### config.mk
export PLATFORM = sky130hd
export DESIGN_NAME = ps2_rx
export DESIGN_NICKNAME = d
export VERILOG_FILES = /design/src/rtl/ps2_pkg.sv /design/src/rtl/ps2_filter.sv /design/src/rtl/ps2_rx.sv
export SDC_FILE = /design/constraint.sdc
export NUM_CORES = 1
export LEC_CHECK = 0
export BUFFER_PORTS_ARGS = -buffer_cell sky130_fd_sc_hd__buf_2
export CORE_ASPECT_RATIO = 1.5
export CORE_MARGIN = 10
export CORE_UTILIZATION = 40
export CTS_CLUSTER_SIZE = 14
export DETAILED_ROUTE_END_ITERATION = 10
export GPL_ROUTABILITY_DRIVEN = 0
export PLACE_DENSITY = 0.67
export SYNTH_ARGS = -nofsm -noshare
export SYNTH_HDL_FRONTEND = slang
export SYNTH_SLANG_ARGS = --single-unit
export TNS_END_PERCENT = 100
### constraint.sdc
create_clock -name CLK -period 2.5 [get_ports CLK]
set_clock_uncertainty 0.2 [all_clocks]
set_input_delay 0.5 -clock CLK [delete_from_list [all_inputs] [get_ports CLK]]
set_output_delay 0.5 -clock CLK [all_outputs]
set_load 0.01 [all_outputs]
### src/rtl/ps2_pkg.sv
// Shared PS/2 definitions: frame FSM encoding, prefix scan codes and parity helper.
package ps2_pkg;

   typedef logic [1:0] frame_state_t;

   localparam frame_state_t ST_IDLE   = 2'd0;
   localparam frame_state_t ST_DATA   = 2'd1;
   localparam frame_state_t ST_PARITY = 2'd2;
   localparam frame_state_t ST_STOP   = 2'd3;

   localparam logic [7:0] PS2_PFX_EXT = 8'hE0;
   localparam logic [7:0] PS2_PFX_BRK = 8'hF0;

   // Expected parity bit for a data byte; odd=1 selects the standard inverted form.
   function automatic logic parity_of(input logic [7:0] b, input logic odd);
      return (^b) ^ odd;
   endfunction

endpackage

### src/rtl/ps2_filter.sv
// PS/2 line conditioning: 2-FF synchronisers, PS2CLK stability filter and falling-edge pulse.
// fall rises FILTER+3 cycles after a raw PS2CLK falling edge; data_sync is 2 cycles behind DATA.
module ps2_filter #(
   parameter int FILTER = 3
) (
   input  logic clk,
   input  logic rst,
   input  logic ps2clk,
   input  logic data,
   output logic fall,
   output logic data_sync
);

   logic [1:0] clk_sync;
   logic [1:0] dat_sync;
   logic       filt;
   logic       filt_d;
   logic [2:0] cnt;

   always_ff @(posedge clk) begin
      if (rst) begin
         clk_sync <= 2'b11;
         dat_sync <= 2'b11;
         filt     <= 1'b1;
         filt_d   <= 1'b1;
         cnt      <= 3'd0;
         fall     <= 1'b0;
      end else begin
         clk_sync <= {clk_sync[0], ps2clk};
         dat_sync <= {dat_sync[0], data};
         // Accept a new level only after FILTER consecutive samples disagree with the current one.
         if (clk_sync[1] == filt) begin
            cnt <= 3'd0;
         end else if (cnt == 3'(FILTER - 1)) begin
            filt <= clk_sync[1];
            cnt  <= 3'd0;
         end else begin
            cnt <= cnt + 3'd1;
         end
         filt_d <= filt;
         fall   <= filt_d & ~filt;
      end
   end

   assign data_sync = dat_sync[1];

endmodule

### src/rtl/ps2_rx.sv
// PS/2 device-to-host receiver: deserialises 11-bit frames and folds E0/F0 prefixes into key events.
// KEY_VALID / FRAME_ERR pulse FILTER+4 cycles after the raw stop-bit falling edge.
module ps2_rx
   import ps2_pkg::*;
#(
   parameter int FILTER     = 3,
   parameter int TIMEOUT    = 1024,
   parameter bit ODD_PARITY = 1'b0
) (
   input  logic       CLK,
   input  logic       RST,
   input  logic       PS2CLK,
   input  logic       DATA,
   output logic [7:0] KEY_CODE,
   output logic       KEY_EXT,
   output logic       KEY_BREAK,
   output logic       KEY_VALID,
   output logic       FRAME_ERR
);

   localparam int WDW = $clog2(TIMEOUT + 1);

   frame_state_t   state;
   logic [2:0]     bit_cnt;
   logic [7:0]     shift;
   logic           par_err;
   logic [WDW-1:0] wd_cnt;
   logic           ext_flag;
   logic           brk_flag;
   logic           fall;
   logic           data_s;
   logic           timeout;

   ps2_filter #(.FILTER(FILTER)) u_filter (
      .clk       (CLK),
      .rst       (RST),
      .ps2clk    (PS2CLK),
      .data      (DATA),
      .fall      (fall),
      .data_sync (data_s)
   );

   assign timeout = (state != ST_IDLE) && (wd_cnt == WDW'(TIMEOUT));

   always_ff @(posedge CLK) begin
      if (RST) begin
         state     <= ST_IDLE;
         bit_cnt   <= 3'd0;
         shift     <= 8'h00;
         par_err   <= 1'b0;
         wd_cnt    <= '0;
         ext_flag  <= 1'b0;
         brk_flag  <= 1'b0;
         KEY_CODE  <= 8'h00;
         KEY_EXT   <= 1'b0;
         KEY_BREAK <= 1'b0;
         KEY_VALID <= 1'b0;
         FRAME_ERR <= 1'b0;
      end else begin
         KEY_VALID <= 1'b0;
         FRAME_ERR <= 1'b0;
         wd_cnt    <= (state == ST_IDLE || fall) ? '0 : wd_cnt + WDW'(1);
         // Expiry wins over a coincident fall, which is then not taken as a start bit.
         if (timeout) begin
            FRAME_ERR <= 1'b1;
            ext_flag  <= 1'b0;
            brk_flag  <= 1'b0;
            state     <= ST_IDLE;
         end else if (fall) begin
            case (state)
               ST_IDLE: begin
                  if (data_s == 1'b0) begin
                     state   <= ST_DATA;
                     bit_cnt <= 3'd0;
                  end
               end
               ST_DATA: begin
                  shift[bit_cnt] <= data_s;
                  bit_cnt        <= bit_cnt + 3'd1;
                  if (bit_cnt == 3'd7) state <= ST_PARITY;
               end
               ST_PARITY: begin
                  par_err <= (data_s != parity_of(shift, ODD_PARITY));
                  state   <= ST_STOP;
               end
               default: begin
                  state <= ST_IDLE;
                  if (data_s && !par_err) begin
                     if (shift == PS2_PFX_EXT) begin
                        ext_flag <= 1'b1;
                     end else if (shift == PS2_PFX_BRK) begin
                        brk_flag <= 1'b1;
                     end else begin
                        KEY_CODE  <= shift;
                        KEY_EXT   <= ext_flag;
                        KEY_BREAK <= brk_flag;
                        KEY_VALID <= 1'b1;
                        ext_flag  <= 1'b0;
                        brk_flag  <= 1'b0;
                     end
                  end else begin
                     FRAME_ERR <= 1'b1;
                     ext_flag  <= 1'b0;
                     brk_flag  <= 1'b0;
                  end
               end
            endcase
         end
      end
   end

endmodule

# Word-level counts from Yosys, hierarchy flattened

Index checks and enable logic that the tools add are counted.

Register bits: 49
Input port bits: 4
Output and inout port bits: 12
Logic and storage cells: 86

$add $sub $neg: 3
Magnitude comparators: 2
Equal/unequal tests: 13
Multiplexer cells: 19
Bitwise gates (word level): 9
Reductions and logical operators: 22

Operators with widths:

| cell                                                       | count |
|---|---|
| == test 8 bit, second input constant                       | 2 |
| AND reduction 3 bit                                        | 5 |
| two-way mux 1 bit                                          | 12 |
| adder 11 x 1 -> 11 bit, second input constant              | 1 |
| == test 11 bit, second input constant                      | 1 |
| bitwise mux 8 bit                                          | 1 |
| NOT 1 bit                                                  | 8 |
| OR reduction 8 bit                                         | 1 |
| XOR reduction 8 bit                                        | 1 |
| adder 3 x 1 -> 3 bit, second input constant                | 2 |
| != test 2 bit, second input constant                       | 3 |
| case mux 2 bit (3 select lines)                            | 1 |
| case mux 3 bit (2 select lines)                            | 1 |
| AND reduction 6 bit                                        | 1 |
| OR reduction 3 bit                                         | 2 |
| less-than comparator 3 x 4 -> 1 bit, second input constant | 1 |
| two-way mux 2 bit                                          | 2 |
| AND reduction 4 bit                                        | 1 |
| nonzero test 2 bit                                         | 2 |
| OR reduction 2 bit                                         | 2 |
| demux 1 bit (select 3 bit)                                 | 1 |
| == test 3 x 2 -> 1 bit, second input constant              | 1 |
| == test 3 bit, second input constant                       | 1 |
| >= comparator 3 x 1 -> 1 bit, second input constant        | 1 |
| other kinds (12)                                           | 14 |

# Logic depth before layout (Yosys ltp)

Gate-level depths: netlist (run 1).

Depth after elaboration: 6
Depth in mapped cells: 7
Mapped depth without buffers: 6

# By module

A second synthesis (run 1) with hierarchy kept.

Cell total of the unflattened synthesis: 244
Area total of the unflattened synthesis: 2303.5 sq um

By module, submodules not included:

| module     | instances | cells an instance | area each (sq um) | seq. area each (sq um) |
|---|---|---|---|---|
| ps2_rx     | 1         | 214               | 1958.1            | 780.7 |
| ps2_filter | 1         | 30                | 345.3             | 200.2 |

# Worst setup path before layout (run 1)

OpenSTA, ideal clock, no wires.

Kind: register -> register
From: reg wd_cnt[6]
To: reg par_err
Library setup time: 0.132 ns
Arrival time: 1.687 ns
Data required time: 2.168 ns
Slack: 0.481 ns
Cell stages (with the launch flop): 6
Buffers on the path: 1
Period minus slack after synthesis: 2.019 ns
Cell sequence: dfxtp_1 -> or4_4 -> or4_4 -> buf_6 -> a31oi_1 -> nor3_1

Longest elaborated chain between the ends: 4

Ends and longest elaborated chain:

| what                          | line         | source |
|---|---|---|
| start, declared               | ps2_rx.sv:27 | `logic [WDW-1:0] wd_cnt;` |
| start signal, assigned        | ps2_rx.sv:62 | `wd_cnt <= (state == ST_IDLE \|\| fall) ? '0 : wd_cnt + WDW'(1);` |
| == test 11 bit                | ps2_rx.sv:43 | `assign timeout = (state != ST_IDLE) && (wd_cnt == WDW'(TIMEOUT));` |
| logical AND 1 bit             | ps2_rx.sv:43 |  |
| NOT 1 bit (no line)           | n/a          |  |
| AND reduction 3 bit (no line) | n/a          |  |
| end signal, assigned          | ps2_rx.sv:83 | `par_err <= (data_s != parity_of(shift, ODD_PARITY));` |
| end, declared                 | ps2_rx.sv:26 | `logic par_err;` |

Every way passes these cells.
A chain may end at the register's enable or synchronous reset.

# Final worst setup path (run 1)

From: reg wd_cnt[6]
To: reg shift[5]

Longest elaborated chain between the ends: 4

Ends and longest elaborated chain:

| what                          | line         | source |
|---|---|---|
| == test 11 bit                | ps2_rx.sv:43 |  |
| logical AND 1 bit             | ps2_rx.sv:43 |  |
| NOT 1 bit (no line)           | n/a          |  |
| AND reduction 3 bit (no line) | n/a          |  |
| end signal, assigned by index | ps2_rx.sv:78 | `shift[bit_cnt] <= data_s;` |
| end, declared                 | ps2_rx.sv:25 | `logic [7:0] shift;` |

Every way passes these cells.

==> summary.md, run 1 <==
| Metric | Value |
|---|---|
| Run status | finished, final reports clean |
| Vias in the first global route | 1,637 |
| CTS clk-pin slew, worst paths | 90 ps |
| Core Rows | 34 |
| Ys Warns | 0 |
| Gr usage total | 9.67% |
| Highest Signal Layer | met4 |
| Critical path's slowest cell | or4_4 |
| Maximum clock frequency | 0.455 GHz |
| DRC | 0 |
| Clk_lat worst skew | 300 ps |
| Crit path required time | 2540 ps |
| Worst R2R Setup Slack | 300 ps |
| Final setup fails | 0 |
| Worst slack at placement | 316 ps |
| Post-Syn Instances | 249 |
| Slowest cell delay on critical path | 570 ps |
| Antenna violations before repair | 0 |
| Final hold vios | 0 |
| Routed wire length | 4.20 mm |
| Initial Utilization | 40.6% |
| RSZ-0062 raised after global routing | no |
| Hold path start | PS2CLK |
| Measured slew at the worst slew-check pin | 582 ps |
| DR vias | 1,679 |
| 1st-iter DRT viols | 65 |
| Clk sinks | 49 |
| Commonest cells post-synth | dfxtp_1 (49), nand2b_1 (23), mux2i_1 (20) |
| Synthesized Nets | 268 |
| Core area | 5740 um^2 |
| Routed Antenna Nets | 0 |
| Fill cell count | 570 |
| Hold Buf Count CTS | 0 |
| Share of layout cells above drive strength 1 | 13.4% |
| Register area | 981 um^2 |
| Clk buf depth | 2 |
| Final net count | 281 |
| Multi-input gate area | 1230 um^2 |
| WHS Path Cells | 2 |
| Dominant cells by area after synthesis | dfxtp_1 (42%), mux2i_1 (8.6%), ha_1 (8.0%) |
| CP arrival | 2240 ps |
| Antenna cells | 0 |
| Vias per std cell | 5.03 |
| Crit start category | flip-flop |
| Met1 wire length | 1.82 mm |
| Placed Area | 2460 um^2 |
| Met3 routed WL | 150 um |
| Period minus WS final | 2200 ps |
| Setup crit end kind | flip-flop |
| Hold Crit Endpoint | u_filter.clk_sync[0] |
| I/O pin count | 16 |
| Hold_ws | 182 ps |
| Cell area after layout | 2570 um^2 |
| CTS H-tree lvls | 2 |
| Port bufs | 15 |
| Reg2reg end | shift[5] |
| Postcts setup bufs | 0 |
| Reg-to-reg critical path startpoint | wd_cnt[6] |
| Worst min path class | in -> reg |
| Part of the Yosys area used for sequential elements | 42.0% |
| Dominant synthesized flop cell | dfxtp_1 |
| Worst VDD drop | 0.000321 V |
| Wire length per cell | 12.6 um |
| Synth cell types | 43 |
| Pin count of the biggest net entering global routing | 41 |
| Max Slew Vio Count | 0 |
| CTS Buf Count | 5 |
| Post-synth EDFFs | 0 |
| Cell with the most instances after synthesis | dfxtp_1 |
| Die area | 9350 um^2 |
| Die Width | 82.4 um |
| CTS tree | built |
| Period utilization | 88.0% |
| Core Util, Final | 44.7% |
| PwrDens | 529 nW/um^2 |
| Headroom to the max-slew limit | 61.2% |
| Setup TNS | 0 ps |
| Ys async rst share | 0% |
| Crit-path cells | or4_4, nor4_2, buf_4, or3b_1, mux2i_1 |
| DP Wirelength | 3.11 mm |
| Path depth of the worst reg2reg path | 5 |
| Drt first pass iters | 4 |
| Die height | 114 um |
| Synth Register Bits | 49 |
| Routed met2 length | 2.16 mm |
| Avg Synthesized Cell Area | 9.37 um^2 |
| Max Cap Viol | 0 |
| First-pass GRT wire length | 7.29 mm |
| Crit Path Category | reg -> reg |
| Final worst setup slack | 300 ps |
| Cell Area, Synth | 2330 um^2 |
| Post_cts resized | 0 |
| Area leader, netlist | dfxtp_1 |
| Worst-path fanout max | 5 |
| Area grow syn2layout | 10.0% |
| Clock root cell | clkbuf_8 |
| Grt ovf | 0 |
| Yosys top cell area share | 42.0% |
| Static Leak | 1.01 nW |
-- logic make-up after synthesis --
kind of cell	count (synthesis)	share of synthesized area (%)
compound gates	17	4.67
mux	20	8.58
buf+inv	29	5.20
simple gates	107	26.4
flops	49	42.0
fa+ha+maj	15	8.04
xor+xnor	12	5.09
-- how the worst max path moves through the flow --
stage                   start           to  slack, ps  cells past startpoint
floorplan           wd_cnt[6]      par_err        480                      5
global placement    wd_cnt[6]  KEY_CODE[1]        350                      4
detailed placement  wd_cnt[6]     shift[5]        320                      5
CTS                 wd_cnt[6]     shift[5]        290                      5
global route        wd_cnt[2]  KEY_CODE[2]        190                      4
finish              wd_cnt[6]     shift[5]        300                      5
-- flip-flops by register name, summed over array words and instances, names as in the netlist, 2 cells and up --
| register | count |
|---|---|
| KEY_CODE | 8 |
| bit_cnt | 3 |
| shift | 8 |
| state | 2 |
| u_filter.clk_sync | 2 |
| u_filter.cnt | 3 |
| u_filter.dat_sync | 2 |
| wd_cnt | 11 |
-- cell type report --
cell class | count | area share (%)
Inverter | 17 | 2.49
Multi-Input combinational cell | 171 | 48.0
Clock inverter | 2 | 1.36
Timing Repair Buffer | 18 | 3.80
Clock buffer | 5 | 2.68
Sequential cell | 49 | 38.2
Tap cell | 72 | 3.51
-- through the flow --
step,power (mW),std cells
after floorplan,0.825,249
after global placement,0.832,327
after detailed placement,0.832,327
after CTS,1.38,334
after global routing,1.42,334
final,1.36,334
-- where the power goes --
part	internal, mW	leakage, nW	total, mW	switching [mW]
Clock	0.291	0.0540	0.545	0.254
Sequential	0.783	0.396	0.786	0.00273
Combinational	0.0125	0.565	0.0269	0.0144
-- cells in the final DEF (no fill, tap or decap), types with 2 or more instances in the layout --
master / count
or3_1: 5
xor2_1: 4
ha_1: 15
nor2_1: 17
a211oi_1: 2
nor2b_1: 2
or2_2: 5
xnor2_1: 7
or4_4: 2
dfxtp_1: 49
nand2b_1: 23
buf_2: 15
inv_1: 17
mux2i_1: 20
nand2_1: 9
and3_1: 2
o21ai_0: 3
nand4_1: 3
clkbuf_8: 5
buf_4: 3
nor3_1: 12
a32oi_1: 2
nand3b_1: 2
nand3_1: 13
a21oi_1: 6
nor4_1: 2
-- critical path: cells and delay by family, from the launching register on --
family,cells,cell delay (ps)
buffers and inverters,1,230
muxes,1,170
DFF,1,350
and+or+nand+nor,3,1180
-- metal layers --
metal	up-vias	global-route usage (%)
met4	0	3.99
met2	18	16.6
met3	8	2.52
met5	-	0
met1	783	10.8
li1	870	-
Power figures use the tool's default switching activity.
==> inputs of run 2 (changes only) <==
--- a/config.mk
+++ b/config.mk
@@ -5,14 +5,14 @@
 export SDC_FILE = /design/constraint.sdc
 export NUM_CORES = 1
 export LEC_CHECK = 0
-export BUFFER_PORTS_ARGS = -buffer_cell sky130_fd_sc_hd__buf_2
 export CORE_ASPECT_RATIO = 1.5
 export CORE_MARGIN = 10
 export CORE_UTILIZATION = 40
 export CTS_CLUSTER_SIZE = 14
 export DETAILED_ROUTE_END_ITERATION = 10
+export DONT_BUFFER_PORTS = 1
 export GPL_ROUTABILITY_DRIVEN = 0
-export PLACE_DENSITY = 0.67
+export PLACE_DENSITY = 0.64
 export SYNTH_ARGS = -nofsm -noshare
 export SYNTH_HDL_FRONTEND = slang
 export SYNTH_SLANG_ARGS = --single-unit
==> run 2 against run 1 <==
Net effect:
- maximum frequency rose by 6.3%
- final area decreased by 2.6%
- core utilization down 1.2 points
- via count is 3.2% lower
- worst hold slack worse by 120 ps
- critical path depth is the same
- die area is the same
- count of clock-buffer cells in the layout grew 1
- non-clock buffer count down 15
- sequential power about the same
- combinational power shrank 27%
- critical endpoint is now KEY_CODE[2]
==> summary.md, run 2 (synthesis gave the netlist of run 1 again) <==
| Metric | Value |
|---|---|
| Run status | finished, final reports clean |
| Die area | 9350 um^2 |
| Core area | 5740 um^2 |
| Final Power | 1.38 mW |
| PwrDens | 552 nW/um^2 |
| Final hold vios | 0 |
| Max Cap Viol | 0 |
| Worst VDD drop | 0.000240 V |
| Grt ovf | 0 |
| Most flops, register | wd_cnt |
| Routed wire length | 4.40 mm |
| Crit start category | flip-flop |
| Headroom to the max-slew limit | 68.3% |
| Period utilization | 82.8% |
| Busiest layer in global routing | met2 |
| DRC | 0 |
| Clk buf depth | 2 |
| Measured slew at the worst slew-check pin | 472 ps |
| CTS Buf Count | 5 |
| Clock root cell | clkbuf_8 |
| I/O pin count | 16 |
| Crit Path Category | reg -> reg |
| Pin count of the biggest net entering global routing | 41 |
| Multi-input gate area | 1230 um^2 |
| Port bufs | 0 |
| Postcts setup bufs | 0 |
| Maximum clock frequency | 0.483 GHz |
| GRT met2 Usage | 16.8% |
| Worst min path class | in -> reg |
| Static Leak | 0.936 nW |
| CP arrival | 2120 ps |
| Max Slew Vio Count | 0 |
| DP Wirelength | 3.12 mm |
| Crit path required time | 2550 ps |
| Share of layout cells above drive strength 1 | 8.06% |
| Drt first pass iters | 4 |
| Die height | 114 um |
| Final net count | 266 |
| Area grow syn2layout | 7.13% |
| Commonest non-fill, non-tap cell in the layout | dfxtp_1 |
| Critical path's slowest cell | or4_1 |
| Register area | 981 um^2 |
| Clk_lat worst skew | 310 ps |
| Setup crit end kind | flip-flop |
| Post_cts resized | 0 |
| Setup TNS | 0 ps |
| CTS H-tree lvls | 2 |
| 1st-iter DRT viols | 100 |
| Commonest cells after routing, fill and taps aside | dfxtp_1 (49), nand2b_1 (23), mux2i_1 (20) |
| Largest regs | wd_cnt: 11 flops, KEY_CODE: 8 flops, shift: 8 flops |
| Slowest cell delay on critical path | 610 ps |
| Critical path's top delay family | simple AND/OR/NAND/NOR gates |
| Met3 Track Usage GR | 2.76% |
| Antenna cells | 0 |
| Antenna violations before repair | 0 |
| Hold Buf Count CTS | 0 |
| Core Rows | 34 |
| Vias per std cell | 5.08 |
| CTS clk-pin slew, worst paths | 100 ps |
| Initial Utilization | 40.6% |
| Crit-path cells | or4_1, nor4_2, buf_4, or3_1, mux2i_1 |
| Fill cell count | 563 |
| Gr usage total | 9.99% |
| Clk sinks | 49 |
| Worst-path fanout max | 12 |
| Met1 Use GR | 11.2% |
| RSZ-0062 raised after global routing | no |
| Final setup fails | 0 |
| Max FFs per register | 11 |
| Vias in the first global route | 1,568 |
| CTS tree | built |
| Die Width | 82.4 um |
| First-pass GRT wire length | 7.38 mm |
| Wire length per cell | 13.7 um |
| Routed Antenna Nets | 0 |
| Critical path buffers and inverters | 1 |
| Period minus WS final | 2070 ps |
| DR vias | 1,626 |
[run 2: path summary, 6_finish.rpt]
path / from / end / slack [ps] / depth (start not counted)
min reg2reg: u_filter.filt_d / u_filter.fall / 210 / 2
max: wd_cnt[2] / KEY_CODE[2] / 430 / 5
max reg2reg: wd_cnt[2] / KEY_CODE[2] / 430 / 5
min: RST / ext_flag / 60 / 1
[run 2: routing by layer]
layer	vias up	share of wire, %	wire length, um
li1	840	-	-
met1	755	42	1870
met2	27	52	2270
met3	4	4.6	202
met4	0	1.3	59
met5	-	0	0
[run 2: report_power, final]
part | total (mW) | internal (mW) | leakage, nW | switching, mW
sequential | 0.785 | 0.783 | 0.396 | 0.00170
clock | 0.575 | 0.301 | 0.0554 | 0.274
combinational | 0.0196 | 0.0118 | 0.485 | 0.00785
total | 1.38 | 1.10 | 0.936 | 0.284
[run 2: layout make-up]
cell class,instances,area share [%]
multi-input cells,171,49.2
inverters,17,2.55
clock buffers,6,2.90
well taps,72,3.60
flip-flops and latches,49,39.2
repair buffers,3,0.901
clock inverters,2,1.55
[run 2: per-stage QoR]
step                area (um^2)  hold WS (ps)  worst slack (ps)  util, %  cells
finish                     2500          60.0               430     43.5    320
global route               2500          41.8               295     43.5    320
CTS                        2500          48.8               415     43.5    320
detailed placement         2390           197               423     41.6    312
global placement           2390           192               441     41.6    312
floorplan                  2330           189               481        -    249
